### src/rtl/chronospatial_pkg.sv
// Shared encodings for the run controller: host commands, FSM states, program word width.
package chronospatial_pkg;

  localparam int WORD_W = 3;

  typedef enum logic [1:0] {
    CMD_LOAD_PROG = 2'd0,
    CMD_LOAD_A    = 2'd1,
    CMD_START     = 2'd2,
    CMD_ABORT     = 2'd3
  } host_cmd_e;

  typedef enum logic [1:0] {
    ST_IDLE  = 2'd0,
    ST_RUN   = 2'd1,
    ST_DRAIN = 2'd2
  } run_state_e;

endpackage

### src/rtl/chronospatial_out_fifo.sv
// Synchronous output FIFO with flush; head visible combinationally, push-to-head 1 cycle.
// Push and pop together while full is accepted; flush empties it on the next edge.
module chronospatial_out_fifo
  import chronospatial_pkg::*;
#(
  parameter int FIFO_DEPTH = 8,
  parameter int DW         = WORD_W
) (
  input  logic          clk,
  input  logic          rstn,
  input  logic          i_flush,
  input  logic          i_push,
  input  logic [DW-1:0] i_push_dat,
  input  logic          i_pop,
  output logic [DW-1:0] o_head_dat,
  output logic          o_full,
  output logic          o_empty
);
  localparam int AW = (FIFO_DEPTH > 1) ? $clog2(FIFO_DEPTH) : 1;
  localparam logic [AW:0] DEPTH_C = FIFO_DEPTH[AW:0];

  logic [DW-1:0] r_mem [FIFO_DEPTH];
  logic [AW-1:0] r_wr_ptr;
  logic [AW-1:0] r_rd_ptr;
  logic [AW:0]   r_cnt;
  logic          w_push;
  logic          w_pop;

  assign o_empty    = (r_cnt == '0);
  assign o_full     = (r_cnt == DEPTH_C);
  assign w_pop      = i_pop & ~o_empty;
  assign w_push     = i_push & (~o_full | w_pop);
  assign o_head_dat = r_mem[r_rd_ptr];

  always_ff @(posedge clk) begin
    if (w_push && rstn && !i_flush) begin
      r_mem[r_wr_ptr] <= i_push_dat;
    end
  end

  // Pointers wrap naturally because the depth is a power of two.
  always_ff @(posedge clk) begin
    if (!rstn || i_flush) begin
      r_wr_ptr <= '0;
      r_rd_ptr <= '0;
      r_cnt    <= '0;
    end else begin
      if (w_push) r_wr_ptr <= r_wr_ptr + 1'b1;
      if (w_pop)  r_rd_ptr <= r_rd_ptr + 1'b1;
      case ({w_push, w_pop})
        2'b10:   r_cnt <= r_cnt + 1'b1;
        2'b01:   r_cnt <= r_cnt - 1'b1;
        default: r_cnt <= r_cnt;
      endcase
    end
  end

endmodule

### src/rtl/chronospatial_run_ctrl.sv
// Host-side run controller: loads program/register A, runs the core, buffers its output.
// Core output reaches out_valid 1 cycle after capture; host is stalled only while draining.
module chronospatial_run_ctrl
  import chronospatial_pkg::*;
#(
  parameter int PROG_DEPTH = 16,
  parameter int REG_A_W    = 24,
  parameter int FIFO_DEPTH = 8,
  parameter int CYC_MAX    = 65535
) (
  input  logic                           clk,
  input  logic                           rstn,
  input  logic                           host_valid,
  input  logic [1:0]                     host_cmd,
  input  logic [7:0]                     host_data,
  output logic                           host_ready,
  output logic                           core_rstn,
  output logic [WORD_W*PROG_DEPTH-1:0]   prog_flat,
  output logic [$clog2(PROG_DEPTH):0]    prog_len,
  output logic [REG_A_W-1:0]             reg_a_init,
  input  logic                           core_halt,
  input  logic [WORD_W-1:0]              core_out,
  input  logic                           core_out_valid,
  output logic                           out_valid,
  output logic [WORD_W-1:0]              out_data,
  input  logic                           out_ready,
  output logic                           busy,
  output logic                           done,
  output logic                           overflow,
  output logic                           timeout,
  output logic                           aborted,
  output logic                           start_err
);
  localparam int PW = (PROG_DEPTH > 1) ? $clog2(PROG_DEPTH) : 1;
  localparam int LW = $clog2(PROG_DEPTH) + 1;
  localparam int CW = $clog2(CYC_MAX + 1);
  localparam int PTR_LAST_I = PROG_DEPTH - 1;
  localparam logic [PW-1:0] PTR_LAST = PTR_LAST_I[PW-1:0];
  localparam logic [LW-1:0] LEN_MAX  = PROG_DEPTH[LW-1:0];
  localparam logic [CW-1:0] CYC_LIM  = CYC_MAX[CW-1:0];

  run_state_e                 r_state;
  run_state_e                 w_state_nxt;
  logic [WORD_W*PROG_DEPTH-1:0] r_prog;
  logic [PW-1:0]              r_wr_ptr;
  logic [LW-1:0]              r_prog_len;
  logic [REG_A_W-1:0]         r_reg_a;
  logic [CW-1:0]              r_cyc;
  logic [CW-1:0]              w_cyc_nxt;
  logic r_done, r_overflow, r_timeout, r_aborted, r_start_err;
  logic w_acc, w_go, w_start_err, w_tmo, w_flush, w_finish;
  logic w_push, w_pop, w_ovf, w_fifo_full, w_fifo_empty;

  assign w_acc     = host_valid & host_ready;
  assign w_cyc_nxt = r_cyc + CW'(1);

  always_ff @(posedge clk) begin
    if (!rstn) r_state <= ST_IDLE;
    else       r_state <= w_state_nxt;
  end

  // ABORT outranks halt and watchdog; a push in the abort cycle is discarded by the flush.
  always_comb begin
    w_state_nxt = r_state;
    w_go        = 1'b0;
    w_start_err = 1'b0;
    w_tmo       = 1'b0;
    w_flush     = 1'b0;
    w_finish    = 1'b0;
    case (r_state)
      ST_IDLE: begin
        if (w_acc && host_cmd == CMD_START) begin
          if (r_prog_len == '0) begin
            w_start_err = 1'b1;
          end else begin
            w_go        = 1'b1;
            w_state_nxt = ST_RUN;
          end
        end
      end
      ST_RUN: begin
        if (w_acc && host_cmd == CMD_ABORT) begin
          w_flush     = 1'b1;
          w_state_nxt = ST_IDLE;
        end else begin
          w_tmo = (w_cyc_nxt == CYC_LIM);
          if (core_halt || w_tmo) w_state_nxt = ST_DRAIN;
        end
      end
      ST_DRAIN: begin
        if (w_fifo_empty) begin
          w_finish    = 1'b1;
          w_state_nxt = ST_IDLE;
        end
      end
      default: w_state_nxt = ST_IDLE;
    endcase
  end

  assign w_push = (r_state == ST_RUN) & core_out_valid & ~w_flush;
  assign w_pop  = out_valid & out_ready;
  assign w_ovf  = w_push & w_fifo_full & ~w_pop;

  always_ff @(posedge clk) begin
    if (!rstn) begin
      r_prog      <= '0;
      r_wr_ptr    <= '0;
      r_prog_len  <= '0;
      r_reg_a     <= '0;
      r_cyc       <= '0;
      r_done      <= 1'b0;
      r_overflow  <= 1'b0;
      r_timeout   <= 1'b0;
      r_aborted   <= 1'b0;
      r_start_err <= 1'b0;
    end else begin
      r_done <= w_finish;
      if (w_ovf)       r_overflow  <= 1'b1;
      if (w_tmo)       r_timeout   <= 1'b1;
      if (w_flush)     r_aborted   <= 1'b1;
      if (w_start_err) r_start_err <= 1'b1;
      if (r_state == ST_RUN) r_cyc <= w_cyc_nxt;
      if (r_state == ST_IDLE && w_acc) begin
        case (host_cmd)
          CMD_LOAD_PROG: begin
            r_prog[int'(r_wr_ptr)*WORD_W +: WORD_W] <= host_data[WORD_W-1:0];
            r_wr_ptr <= (r_wr_ptr == PTR_LAST) ? '0 : r_wr_ptr + 1'b1;
            if (r_prog_len != LEN_MAX) r_prog_len <= r_prog_len + 1'b1;
          end
          CMD_LOAD_A: r_reg_a <= (r_reg_a >> 8) | (REG_A_W'(host_data) << (REG_A_W - 8));
          CMD_ABORT: begin
            r_wr_ptr   <= '0;
            r_prog_len <= '0;
            r_reg_a    <= '0;
          end
          default: begin
            if (w_go) begin
              r_wr_ptr    <= '0;
              r_cyc       <= '0;
              r_overflow  <= 1'b0;
              r_timeout   <= 1'b0;
              r_aborted   <= 1'b0;
              r_start_err <= 1'b0;
            end
          end
        endcase
      end
    end
  end

  chronospatial_out_fifo #(
    .FIFO_DEPTH (FIFO_DEPTH),
    .DW         (WORD_W)
  ) u_out_fifo (
    .clk        (clk),
    .rstn       (rstn),
    .i_flush    (w_flush),
    .i_push     (w_push),
    .i_push_dat (core_out),
    .i_pop      (w_pop),
    .o_head_dat (out_data),
    .o_full     (w_fifo_full),
    .o_empty    (w_fifo_empty)
  );

  assign host_ready = rstn & (r_state != ST_DRAIN);
  assign core_rstn  = rstn & (r_state == ST_RUN);
  assign busy       = rstn & (r_state != ST_IDLE);
  assign out_valid  = rstn & ~w_fifo_empty;
  assign prog_flat  = r_prog;
  assign prog_len   = r_prog_len;
  assign reg_a_init = r_reg_a;
  assign done       = r_done;
  assign overflow   = r_overflow;
  assign timeout    = r_timeout;
  assign aborted    = r_aborted;
  assign start_err  = r_start_err;

endmodule

### config.mk
export PLATFORM = sky130hd
export DESIGN_NAME = chronospatial_run_ctrl
export DESIGN_NICKNAME = d
export VERILOG_FILES = /design/src/rtl/chronospatial_pkg.sv /design/src/rtl/chronospatial_out_fifo.sv /design/src/rtl/chronospatial_run_ctrl.sv
export SDC_FILE = /design/constraint.sdc
export NUM_CORES = 1
export LEC_CHECK = 0
export CORE_ASPECT_RATIO = 0.7
export CORE_MARGIN = 8
export CORE_UTILIZATION = 30
export DETAILED_ROUTE_END_ITERATION = 10
export PLACE_DENSITY = 0.47
export SYNTH_ARGS = -nofsm -noshare
export SYNTH_HDL_FRONTEND = slang
export SYNTH_HIERARCHICAL = 1
export SYNTH_SLANG_ARGS = --single-unit
### constraint.sdc
create_clock -name clk -period 2.7 [get_ports clk]
set_input_delay 0.27 -clock clk [delete_from_list [all_inputs] [get_ports clk]]
set_output_delay 0.27 -clock clk [all_outputs]
set_load 0.03 [all_outputs]
# [Word-level counts from Yosys, hierarchy flattened]
# Memory sizes are Yosys's and may differ from the RTL's. A register that Yosys moved wholly into a read port is not among the register bits.
# Cells that the tools add are included.
[classes] n_bitwise=19 n_reduce_logical=25 multipliers=1 add_sub_neg=8 muxes=49 shift=2 n_eq_ne=17
[op_table] operator="$mux W16" n=4
[op_table] operator="$bwmux W48" n=1
[op_table] operator="$pmux W24 S2" n=1
[op_table] operator="$shift A3 B33 Y48 const A" n=1
[op_table] operator="$shiftx A3 B33 Y48" n=1
[op_table] operator="$neg A6 Y33" n=1
[op_table] operator="$mux W1" n=29
[op_table] operator="$or A16 B24 Y24" n=1
[op_table] operator="$add A16 B1 Y16 const B" n=1
[op_table] operator="$eq A16 B16 Y1 const B" n=1
[op_table] operator="$and A1 B1 Y1" n=12
[op_table] operator="$pmux W4 S3" n=1
[op_table] operator="$mux W2" n=5
[op_table] operator="$pmux W5 S2" n=1
[op_table] operator="$add A4 B1 Y4 const B" n=2
[op_table] operator="$eq A2 B2 Y1 const B" n=4
[op_table] operator="$eq A4 B4 Y1 const B" n=2
[op_table] operator="$mux W4" n=2
[op_table] operator="$ne A2 B2 Y1 const B" n=4
[op_table] operator="$pmux W4 S2" n=1
[op_table] operator="$reduce_bool A2 Y1" n=4
[op_table] operator="$add A3 B1 Y3 const B" n=2
[op_table] operator="$eq A2 B1 Y1 const B" n=3
[op_table] operator="$mul A4 B2 Y6 const B" n=1
[op_table] operator="21 further kinds" n=36
[word_totals] memories=1 in_bits=19 elab_cells=136 reg_bits=114 ram_bits=24
[mem_list] name="u_out_fifo.r_mem" words=8 width=3 rd=1 rd_ports_with_merged_regs=1 wr=1 line_no="chronospatial_out_fifo.sv:22" text="logic [DW-1:0] r_mem [FIFO_DEPTH];"

# [Logic depth before layout (Yosys ltp)]
# Gate-level depths: netlist (run 1).
[logic_depth] word_depth=14 ltp_mapped=12 ltp_nobuf=12

# [Modules after synthesis]
# The synthesis (run 1) kept the hierarchy.
[modules_own_cells] mod="chronospatial_run_ctrl" cells_each=539 n_inst=1 area_per_inst_um2=4740.8
[modules_own_cells] mod="chronospatial_out_fifo" cells_each=110 n_inst=1 area_per_inst_um2=1576.5

# [Least setup slack after synthesis (run 1)]
# No wires, ideal clock.
[synth_path] kind="register to register" from="register u_out_fifo.r_cnt[0]" to="register u_out_fifo.r_cnt[3]" required_ps=2573 arrival_time_ps=2451 n_path_buf=0 path_slack_ps=122 stages_incl_launch_ff=12 cell_sequence="dfxtp_1 nor4_1 nor2_1 nand2_1 inv_1 o41a_1 ha_1 ha_1 a21oi_1 a211oi_1 o21ai_0 o31ai_1"
[synth_between] elab_chain_cells=9
[synth_rtl] item="from (decl)" line_no="chronospatial_out_fifo.sv:25" text="logic [AW:0] r_cnt;"
[synth_rtl] item="from (signal assigned)" line_no="chronospatial_out_fifo.sv:51" text="2'b10: r_cnt <= r_cnt + 1'b1;"
[synth_rtl] item="from (signal assigned)" line_no="chronospatial_out_fifo.sv:52" text="2'b01: r_cnt <= r_cnt - 1'b1;"
[synth_rtl] item="from (signal assigned)" line_no="chronospatial_out_fifo.sv:53" text="default: r_cnt <= r_cnt;"
[synth_rtl] item="$logic_not A4 Y1 *" line_no="chronospatial_out_fifo.sv:29" text="assign o_empty = (r_cnt == '0);"
[synth_rtl] item="named net w_fifo_empty" line_no="chronospatial_run_ctrl.sv:52" text="logic w_push, w_pop, w_ovf, w_fifo_full, w_fifo_empty;"
[synth_rtl] item="$not A1 Y1 *" line_no="chronospatial_run_ctrl.sv:169" text="assign out_valid = rstn & ~w_fifo_empty;"
[synth_rtl] item="$and A1 B1 Y1 *" line_no="chronospatial_run_ctrl.sv:169"
[synth_rtl] item="named net out_valid" line_no="chronospatial_run_ctrl.sv:24" text="output logic out_valid,"
[synth_rtl] item="$and A1 B1 Y1 *" line_no="chronospatial_run_ctrl.sv:101" text="assign w_pop = out_valid & out_ready;"
[synth_rtl] item="named net w_pop" line_no="chronospatial_run_ctrl.sv:52"
[synth_rtl] item="$and A1 B1 Y1 *" line_no="chronospatial_out_fifo.sv:31" text="assign w_pop = i_pop & ~o_empty;"
[synth_rtl] item="named net u_out_fifo.w_pop" line_no="chronospatial_out_fifo.sv:27" text="logic w_pop;"
[synth_rtl] item="$or A1 B1 Y1" line_no="chronospatial_out_fifo.sv:32" text="assign w_push = i_push & (~o_full | w_pop);"
[synth_rtl] item="$and A1 B1 Y1" line_no="chronospatial_out_fifo.sv:32"
[synth_rtl] item="$eq A2 B1 Y1 or $eq A2 B2 Y1 (tied branches)" line_no="chronospatial_out_fifo.sv:50" text="case ({w_push, w_pop})"
[synth_rtl] item="$pmux W4 S2 or $reduce_bool A2 Y1 (tied branches)"
# Mark *: on every way through the listed nets, which the timed path passes. The rest lies on a longest branch.
# A chain may end at the register's enable or synchronous reset.

==> flow_summary.toml, run 1 <==
[detailed_routing]
vias_per_cell = 4.78
num_vias = 5009
antenna_left = 0
drc = 0
wire_per_inst_um = 15.9
drt_iter0_drc = 274
routed_wirelength_um = 16600
dr.pass1.iters = 4

[clock_network]
cts_max_level = 4
clockRootBuffer = "clkbuf_16"
clockBufferDepth = 2
cts.clk_slew.worst_paths_ps = 60
cts_tree = "done"
insertion_delay_ps = 420
cts_sinks = 141
cts_buffers = 17

[finish]
drive_above_1_share_pct = 10.6
n_antenna_cell = 0
area_delta_synth_final_pct = 31.7
layout.nets = 792
final_cells = 1047
final_cell_mix = "dfxtp_1 (116), clkdlybuf4s50_1 (104), nor2_1 (89)"
final_util_pct = 40.2
final_common_cell = "dfxtp_1"

[pwr]
comb_power_share_pct = 3.8
clockPowerShare_pct = 50.3
switching_share_pct = 21.4
ir_drop_v = 0.000346
internal_power_mw = 3.67
powerDensity_nw_per_um2 = 562
p_sw_mw = 1.00
total_power_mw = 4.68
power_frac_seq_pct = 45.9
p_leak_nw = 2.99

[outcome]
status = "finished, final reports clean"

[setup_path]
crit_path_max_incr_delay_ps = 590
r2r_cells = 11
cp_slowest_cell = "clkdlybuf4s50_1"
crit_required_ps = 2430
reg2reg_setup_slack_ps = 290
crit_fanout = 6
r2r_end = "u_out_fifo/r_cnt[3]"
r2r_start = "u_out_fifo/r_cnt[1]"
path_delay_family = "multiplexers"
critPathLaunchType = "register"
crit_arrival_ps = 2300
crit_type = "register to output pin"
crit_buf_inv = 1
crit_path_end_kind = "output pin"
crit_chain = "mux4_2 > mux2_2 > clkdlybuf4s50_1"

[hold_path]
min_path_cells = 3
min_path_type = "input pin to register"
whs_endpoint = "done"
hold_start = "rstn"

[sta]
final_hold_viol_count = 0
max-slew-margin-rel_pct = 45.8
max_freq_mhz = 390
tns_ps = 0
min_period_ps = 2570
setup_violations = 0
finalCritPeriodShare_pct = 95.1
worst_pin_slew_ps = 806
rsz0062_at_grt = "false"
slew_violations = 0
layout_setup_ws_ps = 133
skew_ps = 13.9

[grt]
grt_pass1_wl_um = 26700
grt_overflow_total = 0
grtUsageTotal_pct = 12.8
antenna_found_initial = 0
first_global_vias = 5012
grt_max_degree = 54

[run]
drv_cap = 0

[floorplan]
die_y_um = 137
core.rowCount = 44
start_util_pct = 30.5
die_width_um = 189
ios = 108
dieArea_um2 = 26000
core_area_um2 = 20700

[synth]
syn_inst = 649
synth_compound_area_share_pct = 6.99
ys_seq_area_share_pct = 48.5
async_flop_share_pct = 0
avgSynthCellArea_um2 = 9.73
synth_top_family_by_area = "simple AND/OR/NAND/NOR gates"
yosys_register_bits = 141
synth_area_um2 = 6320
syn_nets = 683
yosys_most_used_dff = "dfxtp_1"
synthXorXnorAreaFrac_pct = 3.60
synthAdderAreaFrac_pct = 3.09
synth_top_area_share_pct = 37.1
synth_area_leaders = "dfxtp_1 (37%), edfxtp_1 (11%), mux2i_1 (7.0%), nor2_1 (5.3%), nand2_1 (3.7%)"
yosysWarnings = 6
yosys.area_share.simple_pct = 24.3
synth_edf_count = 24
ys_types = 58
synth_top_cell_by_area = "dfxtp_1"
synth.mux.area_fraction_pct = 10.2

[place]
pre_cts_ws_ps = -25.8
numPortBuffers = 107
place_congestion = 0.798
dp_cells = 1013
hpwlAfterDp_um = 12000
[per-layer routing]
layer	vias up	track usage, %	share of wire (%)
met1	2400	16.7	50
met2	106	19.1	43
met5	-	0	0
li1	2492	-	-
met3	11	5.51	6.5
met4	0	3.81	0.83
[registers in the layout, indices dropped and copies added (netlist names), named ones only]
signal and count:
u_out_fifo/r_wr_ptr 3, r_state 2, done 1, start_err 1
prog_len 5, aborted 1, u_out_fifo/r_rd_ptr 3, timeout 1
reg_a_init 24, u_out_fifo/r_mem 24, u_out_fifo/r_cnt 4, prog_flat 48
r_cyc 16, overflow 1, r_wr_ptr 4
[worst reg2reg max path, stage by stage (launching register included)]
cell and delay [ps]:
dfxtp_1 370, nor4_2 340, nor2_1 100, nand2_1 90
inv_1 80, o41a_1 140, ha_2 220, ha_1 340
nand3_1 130, and4b_1 220, o21ai_0 170, o31ai_1 90
[per-stage QoR]
step / instance area [µm²] / hold WS, ps
3_3_place_gp: 7690 / 449
5_1_grt: 8320 / 197
6_report: 8320 / 188
2_1_floorplan: 6320 / 369
4_1_cts: 8300 / 161
3_5_place_dp: 7690 / 449
[what timing repair did]
| item | 4_1_cts | 5_1_grt |
|---|---|---|
| pin swaps | 0 | 1 |
| cloned | 0 | 0 |
| setup endpoints to repair | 3 | 3 |
| buffers inserted | 0 | 2 |
| hold buffers | 0 | 0 |
| gates resized for setup | 1 | 2 |
[cell families after synthesis]
logic type               Yosys count
buffers and inverters             47
XOR/XNOR                          26
flip-flops                       141
multiplexers                      55
AO/OA/AOI/OAI                     75
AND/OR/NAND/NOR                  290
adder cells (fa/ha/maj)           15
[synthesized netlist by cell type (2+ instances only)]
cell / instances
nand2_1: 62
clkbuf_1: 20
inv_1: 12
xor2_1: 18
and4b_1: 2
a31oi_1: 4
mux4_2: 6
buf_1: 3
nor3_1: 2
or2_2: 2
mux2_2: 4
nand2b_1: 7
dfxtp_1: 117
or3_1: 2
o211ai_1: 2
nand3b_1: 3
buf_2: 8
o31ai_1: 2
o21ai_0: 11
xnor2_1: 8
mux2i_1: 44
a211oi_1: 3
nor4bb_1: 2
nand3_4: 3
ha_1: 14
buf_6: 3
and2_1: 6
nor2_2: 6
nor4_1: 7
nor3b_1: 29
edfxtp_1: 24
a21oi_1: 44
nand4_1: 10
nor2b_1: 7
nand3_1: 31
and3_1: 10
a41o_1: 2
nor2_1: 89
[power by group through the flow]
stage	registers (mW)	logic [mW]	clock network, mW
6_report	2.15	0.179	2.35
5_1_grt	2.15	0.196	2.52
4_1_cts	2.15	0.182	2.42
3_5_place_dp	2.19	0.181	0
3_3_place_gp	2.19	0.179	0
2_1_floorplan	2.20	0.0898	0
[worst max path at each step]
stage / start / end / slack (ps) / depth (start not counted)
after floorplan: u_out_fifo/r_cnt[0] / u_out_fifo/r_cnt[3] / 120 / 11
after global placement: host_cmd[1] / u_out_fifo/r_cnt[2] / 70 / 11
after detailed placement: host_cmd[1] / u_out_fifo/r_cnt[3] / -30 / 10
after CTS: u_out_fifo/r_cnt[1] / u_out_fifo/r_cnt[3] / 60 / 11
after global routing: register / out_data[1] / 30 / 3
final: register / out_data[1] / 130 / 3
[final cells by class]
type                            instances  area [µm²]
Sequential cell                       141        3060
Timing Repair Buffer                  124        1200
Tap cell                              276         345
Multi-Input combinational cell        461        3060
Fill cell                            2057       12400
Clock inverter                          9         109
Clock buffer                           23         490
Inverter                               13        48.8
(Power assumes the default switching activity.)
==> inputs of run 2 (changes only) <==
Settings changed: CORE_MARGIN 8 to 1.
==> run 2 against run 1 <==
Setup slack worse by 21 ps; power hardly changed; sequential share of layout area is 0.083 points lower; register-to-register slack hardly changed; hold slack better by 210 ps; wire length is 3.1% lower; critical path type unchanged.
==> flow_summary.toml, run 2 (synthesis gave the netlist of run 1 again) <==
[finish]
final_area_um2 = 8340
layout.nets = 795
area_delta_synth_final_pct = 32.0
ff_latch_area_um2 = 3060
drive_above_1_share_pct = 11.2
fillers = 2053
multi_input_area_um2 = 3060
final_cell_mix = "dfxtp_1 (116), clkdlybuf4s50_1 (104), nor2_1 (89)"
largest_reg_flops = 48
final_common_cell = "dfxtp_1"
n_antenna_cell = 0

[clock_network]
cts_buffers = 17
insertion_delay_ps = 420
ctsHoldBuffers = 0
clockRootBuffer = "clkbuf_16"
cts_max_level = 4
cts_sinks = 141
cts.clk_slew.worst_paths_ps = 60
cts_tree = "done"
clockBufferDepth = 2

[detailed_routing]
antenna_left = 0
wire_per_inst_um = 15.3
dr.pass1.iters = 4
num_vias = 4987
drt_iter0_drc = 229
routed_wirelength_um = 16100
drc = 0
vias_per_cell = 4.75

[sta]
finalCritPeriodShare_pct = 95.9
min_period_ps = 2590
worst_pin_slew_ps = 797
final_hold_viol_count = 0
rsz0062_at_grt = "false"
skew_ps = 8.61
setup_violations = 0
max_freq_mhz = 386
max-slew-margin-rel_pct = 46.4
slew_violations = 0
tns_ps = 0

[floorplan]
die_y_um = 123
ios = 108
die_width_um = 175
core_area_um2 = 20700
dieArea_um2 = 21700
start_util_pct = 30.5
core.rowCount = 44

[place]
numPortBuffers = 107
hpwlAfterDp_um = 11300
place_congestion = 0.810
placed_cell_area_um2 = 7720

[grt]
grt_overflow_total = 0
antenna_found_initial = 0
grt_max_degree = 54
first_global_vias = 4876
grtUsageTotal_pct = 15.3
grt_pass1_wl_um = 25600

[setup_path]
crit_fanout = 6
cp_slowest_cell = "clkdlybuf4s50_1"
crit_path_end_kind = "output pin"
r2r_start = "u_out_fifo/r_cnt[1]"
crit_chain = "mux4_2 > mux2_2 > clkdlybuf4s50_1"
path_delay_family = "multiplexers"
critPathLaunchType = "register"
crit_arrival_ps = 2320
crit_type = "register to output pin"
crit_required_ps = 2430
crit_buf_inv = 1
crit_path_max_incr_delay_ps = 590

[hold_path]
min_path_type = "input pin to register"
hold_start = "rstn"

[pwr]
p_leak_nw = 2.99
total_power_mw = 4.67
powerDensity_nw_per_um2 = 561
ir_drop_v = 0.000384

[run]
drv_cap = 0

[outcome]
status = "finished, final reports clean"
run 2: cell types whose count changed in the layout (fill, tap and decap cells not counted), sizes merged:
| cell | previous run | this run |
|---|---|---|
| buf | 20 | 23 |
| clkinv | 7 | 3 |
| inv | 12 | 16 |
| clkinvlp | 1 | 4 |
| clkbuf | 23 | 20 |
run 2: stage by stage:
stage	setup slack [ps]	util, %	instances	hold slack (ps)
6_report	112	40.3	1050	397
4_1_cts	73.2	40.1	1047	394
2_1_floorplan	122	-	649	369
3_3_place_gp	14.1	37.3	1015	450
5_1_grt	37.4	40.3	1050	428
3_5_place_dp	-19.9	37.3	1015	449
run 2: final timing paths:
| kind | to | slack [ps] | depth (start not counted) |
|---|---|---|---|
| worst max-delay path | out_data[1] | 110 | 3 |
| worst min-delay path | overflow | 400 | 6 |
| worst max register to register | u_out_fifo/r_cnt[3] | 290 | 11 |
| worst min register to register | prog_flat[23] | 460 | 2 |
run 2: layout make-up:
cell class | count | area share (%)
well taps | 276 | 4.14
repair buffers | 127 | 14.8
clock buffers | 20 | 5.36
clock inverters | 12 | 1.64
flip-flops and latches | 141 | 36.7
inverters | 13 | 0.585
multi-input cells | 461 | 36.7
run 2: where the power goes:
group	leakage, nW	switching (mW)	internal, mW
Clock	0.274	0.950	1.39
Combinational	1.56	0.118	0.0661
Sequential	1.16	0.00447	2.14
Total	2.99	1.07	3.60
run 2: layer usage:
layer / vias to the layer above / track usage, % / part of all wire, %
met5: - / 0 / 0
met4: 0 / 4.13 / 0.93
met3: 11 / 5.57 / 5.8
met2: 98 / 22.8 / 42
met1: 2383 / 20.6 / 51
li1: 2495 / - / -
run 2: repair_timing:
action,CTS,global route
setup endpoints to repair,3,3
pin swaps,0,1
gates resized for setup,1,2
buffers inserted,0,3
gates cloned,0,0
run 2: worst register-to-register path, delay by kind of cell (launching register included):
family,cells,cell delay (ps)
AOI/OAI and AO/OA,5,760
and+or+nand+nor,3,540
buffers and inverters,1,90
adders and majority gates,2,520
DFF,1,370
